**src/rtl/result_reader_pkg.sv**
```systemverilog
// result_reader shared package: opcodes, FSM state type, header helper.
// Optional header word is enabled with RESULT_READER_HEADER_EN.
package result_reader_pkg;

  localparam logic [3:0] START_CAL   = 4'h1;
  localparam logic [3:0] WRITE_VEC   = 4'h2;
  localparam logic [3:0] WRITE_MAT   = 4'h4;
  localparam logic [3:0] READ_RESULT = 4'h6;

  typedef enum logic [2:0] {
    IDLE,
    FETCH,
    WAIT,
    SEND,
    FIN
  } rr_state_e;

  // Header word announcing a readback of cnt words.
  function automatic logic [15:0] hdr_word(input logic [7:0] cnt);
    return {READ_RESULT, 4'h0, cnt};
  endfunction

endpackage

```
**src/rtl/result_reader_cmd_edge_detect.sv**
```systemverilog
// cmd_edge_detect: 2-flop synchroniser / shift register on the SPI
// word strobe with a single-cycle rising-edge pulse.
module cmd_edge_detect (
  input  logic clk,
  input  logic reset,
  input  logic sig_i,
  output logic rise_o
);

  logic [1:0] sr_q;

  // Shift the strobe in; older sample in bit 1.
  always_ff @(posedge clk or posedge reset) begin
    if (reset) sr_q <= 2'b00;
    else       sr_q <= {sr_q[0], sig_i};
  end

  assign rise_o = (sr_q == 2'b01);

endmodule

```
**src/rtl/result_reader.sv**
```systemverilog
// result_reader: decodes READ_RESULT, fetches result words from memory
// and streams them over valid/ready. Header option: RESULT_READER_HEADER_EN.
module result_reader
  import result_reader_pkg::*;
#(
  parameter int ADDR_SIZE = 10,
  parameter int WORD_SIZE = 16
) (
  input  logic                 clk,
  input  logic                 reset,
  input  logic                 cmd_valid,
  input  logic [WORD_SIZE-1:0] cmd_data,
  input  logic [ADDR_SIZE-1:0] result_base,
  output logic                 r_en,
  output logic [ADDR_SIZE-1:0] r_addr,
  input  logic [WORD_SIZE-1:0] r_data,
  output logic [WORD_SIZE-1:0] tx_data,
  output logic                 tx_valid,
  input  logic                 tx_ready,
  output logic                 busy,
  output logic                 done
);

  rr_state_e            state_q;
  logic [7:0]           cnt_q;
  logic [7:0]           idx_q;
  logic [ADDR_SIZE-1:0] base_q;
  logic                 r_en_q;
  logic [ADDR_SIZE-1:0] r_addr_q;
  logic [WORD_SIZE-1:0] tx_data_q;
  logic                 tx_valid_q;
  logic                 busy_q;
  logic                 done_q;
`ifdef RESULT_READER_HEADER_EN
  logic                 hdr_q;
`endif

  logic       cmd_det;
  logic       is_rd;
  logic       last_w;
  logic [7:0] idx_d;
  logic       unused_cmd;

  cmd_edge_detect u_edge (
    .clk    (clk),
    .reset  (reset),
    .sig_i  (cmd_valid),
    .rise_o (cmd_det)
  );

  assign is_rd      = cmd_det && (cmd_data[15:12] == READ_RESULT);
  assign idx_d      = idx_q + 8'd1;
  assign last_w     = (idx_q == cnt_q - 8'd1);
  assign unused_cmd = ^cmd_data[11:8];

  // Readback FSM; all outputs registered.
  always_ff @(posedge clk or posedge reset) begin
    if (reset) begin
      state_q    <= IDLE;
      cnt_q      <= '0;
      idx_q      <= '0;
      base_q     <= '0;
      r_en_q     <= 1'b0;
      r_addr_q   <= '0;
      tx_data_q  <= '0;
      tx_valid_q <= 1'b0;
      busy_q     <= 1'b0;
      done_q     <= 1'b0;
`ifdef RESULT_READER_HEADER_EN
      hdr_q      <= 1'b0;
`endif
    end else begin
      done_q <= 1'b0;
      unique case (state_q)
        IDLE: begin
          if (is_rd) begin
            cnt_q  <= cmd_data[7:0];
            base_q <= result_base;
            idx_q  <= '0;
            busy_q <= 1'b1;
`ifdef RESULT_READER_HEADER_EN
            tx_data_q  <= WORD_SIZE'(hdr_word(cmd_data[7:0]));
            tx_valid_q <= 1'b1;
            hdr_q      <= 1'b1;
            state_q    <= SEND;
`else
            if (cmd_data[7:0] == 8'd0) begin
              done_q  <= 1'b1;
              state_q <= FIN;
            end else begin
              r_en_q   <= 1'b1;
              r_addr_q <= result_base;
              state_q  <= FETCH;
            end
`endif
          end
        end
        FETCH: begin
          r_en_q  <= 1'b0;
          state_q <= WAIT;
        end
        WAIT: begin
          tx_data_q  <= r_data;
          tx_valid_q <= 1'b1;
          state_q    <= SEND;
        end
        SEND: begin
          if (tx_ready) begin
            tx_valid_q <= 1'b0;
`ifdef RESULT_READER_HEADER_EN
            if (hdr_q) begin
              hdr_q <= 1'b0;
              if (cnt_q == 8'd0) begin
                done_q  <= 1'b1;
                state_q <= FIN;
              end else begin
                r_en_q   <= 1'b1;
                r_addr_q <= base_q;
                state_q  <= FETCH;
              end
            end else
`endif
            begin
              idx_q <= idx_d;
              if (last_w) begin
                done_q  <= 1'b1;
                state_q <= FIN;
              end else begin
                r_en_q   <= 1'b1;
                r_addr_q <= base_q + ADDR_SIZE'(idx_d);
                state_q  <= FETCH;
              end
            end
          end
        end
        FIN: begin
          busy_q  <= 1'b0;
          state_q <= IDLE;
        end
        default: state_q <= IDLE;
      endcase
    end
  end

  assign r_en     = r_en_q;
  assign r_addr   = r_addr_q;
  assign tx_data  = tx_data_q;
  assign tx_valid = tx_valid_q;
  assign busy     = busy_q;
  assign done     = done_q;

endmodule

```
**config.mk**
```make
export PLATFORM = sky130hd
export DESIGN_NAME = result_reader
export DESIGN_NICKNAME = d
export VERILOG_FILES = /design/src/rtl/result_reader_pkg.sv /design/src/rtl/result_reader_cmd_edge_detect.sv /design/src/rtl/result_reader.sv
export SDC_FILE = /design/constraint.sdc
export NUM_CORES = 1
export LEC_CHECK = 0
export BUFFER_PORTS_ARGS = -buffer_cell sky130_fd_sc_hd__buf_4
export CORE_MARGIN = 5
export CORE_UTILIZATION = 46
export DETAILED_ROUTE_END_ITERATION = 6
export PLACE_DENSITY = 0.7
export SLEW_MARGIN = 20
export SYNTH_ARGS = -nofsm -noshare
export SYNTH_HDL_FRONTEND = slang
export SYNTH_HIERARCHICAL = 1
export SYNTH_SLANG_ARGS = --single-unit
```
**constraint.sdc**
```tcl
create_clock -name clk -period 4.8 [get_ports clk]
set_input_delay 0.72 -clock clk [delete_from_list [all_inputs] [get_ports clk]]
set_output_delay 0.72 -clock clk [all_outputs]
set_load 0.02 [all_outputs]
```
==> flow_summary.ini <==
[pwr]
p_per_area_nw_per_um2 = 575
intPower_w = 0.00148
power_frac_seq = 0.345
p_sw_frac = 0.374
p_leak_nw = 1.98
switchingPower_w = 0.000886
p_clk_frac = 0.211
ir_drop_mv = 0.347
p_comb_frac = 0.444

[floorplanning]
rows = 30
die_h_um = 94.4
dieArea_um2 = 8910
core-area_um2 = 6870
io_pins = 76
start_util = 0.477
die_w_um = 94.4

[critical_path]
worstPathArrival_ns = 3.05
r2r_slack_ns = 1.99
path_max_fanout = 6
r2r_cells = 10
worstSetupPathType = reg -> reg
start_kind = flop
endpoint_kind = flop
critPathRequiredTime_ns = 5.03

[synthesis]
syn-num-nets = 356
synth_compound_area_frac = 0.106
ys_seq_area_frac = 0.466
yosys_warnings = 6
synthArstFlopShare = 1.00
yosysUniqueCellTypes = 49
syn_avg_cell_area_um2 = 11.0
syn-instance-count = 299
synth_fa_ha_area_frac = 0.0443
synthXorXnorAreaFrac = 0.0665
synth-main-ff-cell = dfrtp_1
synth_area_um2 = 3270
ys_seq_elements = 61
synth_top_family_by_area = multiplexers
yosys.area_share.simple = 0.143
synth-edff-count = 0
synth.mux.area_fraction = 0.151

[cts]
cts_resized = 0
clockBufferDepth = 2
ctsHoldBuffers = 0
numCtsBuffers = 9
post-cts-setup-buffer-count = 0
cts.reportedPaths.clkPinSlew_ns = 0.07
cts_root_buf = clkbuf_8
cts_sinks = 61
tritoncts = built
clock_latency_ns = 0.34
h-tree-depth = 3

[timing]
final-setup-viol-count = 0
maxSlewViolCount = 0
tightest_slew_ns = 0.738
skew_ns = 0.00734
hold_slack_ns = 0.235
slew_headroom = 0.508
hold_viol_final = 0
grt_setup_unrepaired = no
finalCritPeriodShare = 0.586
fmax_ghz = 0.355
finalSetupTns_ns = 0
fin_crit_ns = 2.81

[route]
via_count = 2514
vias_per_cell = 5.32
drc = 0
wl_mm = 7.33
ant_nets = 0
drt_iter0_markers = 108
drt-pass1-iter-count = 4
wl_per_cell_um = 15.5

[global_route]
track_usage = 0.179
grt_pass1_vias = 2646
overflow = 0
antenna_found_initial = 0
grt_pass1_wl_mm = 12.3
grt_start_max_net_pins = 60

[worst_hold_path]
hp-class = in -> async

[placement]
hpwl_mm = 5.31
numPortBuffers = 71
place_area_um2 = 3910
place.gp.congestion = 0.825

[final_layout]
final_area_um2 = 4120
layout_common_cells = buf_4 (74), dfrtp_1 (61), mux2_2 (41)
fill_cells = 607
final-seq-area_um2 = 1530
multiInputGateArea_um2 = 1680
drive_gt1_frac = 0.369
syn2layout_area_growth_pct = 25.9
nets = 430
diodes = 0
layout_commonest_cell = buf_4

[outcome]
status = finished, final reports clean

[flow_run]
maxCapViolations = 0
-- power by group through the flow --
stage               clock, W  sequential (W)  combinational (W)
detailed placement         0        0.000827            0.00106
floorplan                  0        0.000947           0.000573
global placement           0        0.000817            0.00104
global route        0.000533        0.000847            0.00115
CTS                 0.000510        0.000820            0.00107
finish              0.000500        0.000818            0.00105
-- cell usage after synthesis (3+ instances only) --
cell type,n,area share
dfrtp_1,61,0.47
mux2_2,41,0.14
nand2_1,36,0.041
o21ai_0,20,0.031
nor2_1,13,0.015
xor2_1,12,0.032
xnor2_1,11,0.029
ha_1,10,0.038
a21oi_1,9,0.014
clkbuf_1,8,0.0092
inv_1,8,0.0092
nor3_1,7,0.011
and3_1,6,0.011
a211oi_1,5,0.011
nand3_1,5,0.0076
a21o_1,3,0.0069
nand3b_1,3,0.0069
o21bai_1,3,0.0069
or3_1,3,0.0057
-- path summary, 6_finish.rpt --
check	start	to
min in group clk	u_edge/sr_q[0]$_DFF_PP0_	u_edge/sr_q[1]$_DFF_PP0_
hold / removal	reset	u_edge/sr_q[0]$_DFF_PP0_
hold reg to reg	u_edge/sr_q[0]$_DFF_PP0_	u_edge/sr_q[1]$_DFF_PP0_
max in group asynchronous	reset	cnt_q[2]$_DFFE_PP0P_
setup reg to reg	idx_q[0]$_DFFE_PP0P_	r_addr[6]$_DFFE_PP0P_
setup / recovery	idx_q[0]$_DFFE_PP0P_	r_addr[6]$_DFFE_PP0P_
-- sequential cells by signal (all words and copies together) (netlist names), 2 cells and up --
name and cells:
state_q 3, idx_q 8, r_addr 10, cnt_q 8, u_edge/sr_q 2, base_q 10
tx_data 16
-- critical path, stage by stage, from the launching register on --
cell and delay, ns:
dfrtp_1 0.45, and3_1 0.18, nand3_1 0.13, xnor2_1 0.26, ha_1 0.33, and3_1 0.20, a221oi_1 0.38, nor2b_1 0.21
xnor2_1 0.07, mux2_2 0.26, mux2_2 0.25
-- logic make-up (layout without fill, tap and decap cells) --
group	after synthesis	count (layout)
AND/OR/NAND/NOR	87	87
flip-flops	61	61
AO/OA/AOI/OAI	53	53
multiplexers	44	44
XOR/XNOR	24	24
buffers and inverters	19	97
adder cells (fa/ha/maj)	11	11
-- layout make-up --
class / count / area share
multi-input cells: 219 / 0.407
clock inverters: 5 / 0.0182
flip-flops and latches: 61 / 0.370
well taps: 96 / 0.0291
repair buffers: 74 / 0.135
clock buffers: 10 / 0.0334
inverters: 8 / 0.00728
-- through the flow --
stage,total power [W],setup WS (ns),utilization,cells
after floorplan,0.00152,2.29,-,299
after global placement,0.00186,1.92,0.569,458
after detailed placement,0.00189,1.88,0.569,458
after CTS,0.00240,1.99,0.600,473
after global routing,0.00253,1.76,0.600,473
final,0.00237,1.99,0.600,473
-- per-layer routing --
metal,part of all wire,wire length (µm),up-vias,global-route usage
met5,0,0,-,0
met4,0.021,151,0,0.0939
met3,0.046,339,10,0.0311
met2,0.51,3720,59,0.301
met1,0.43,3120,1236,0.221
li1,-,-,1209,-
No activity file was read; power rests on OpenSTA's default activity.
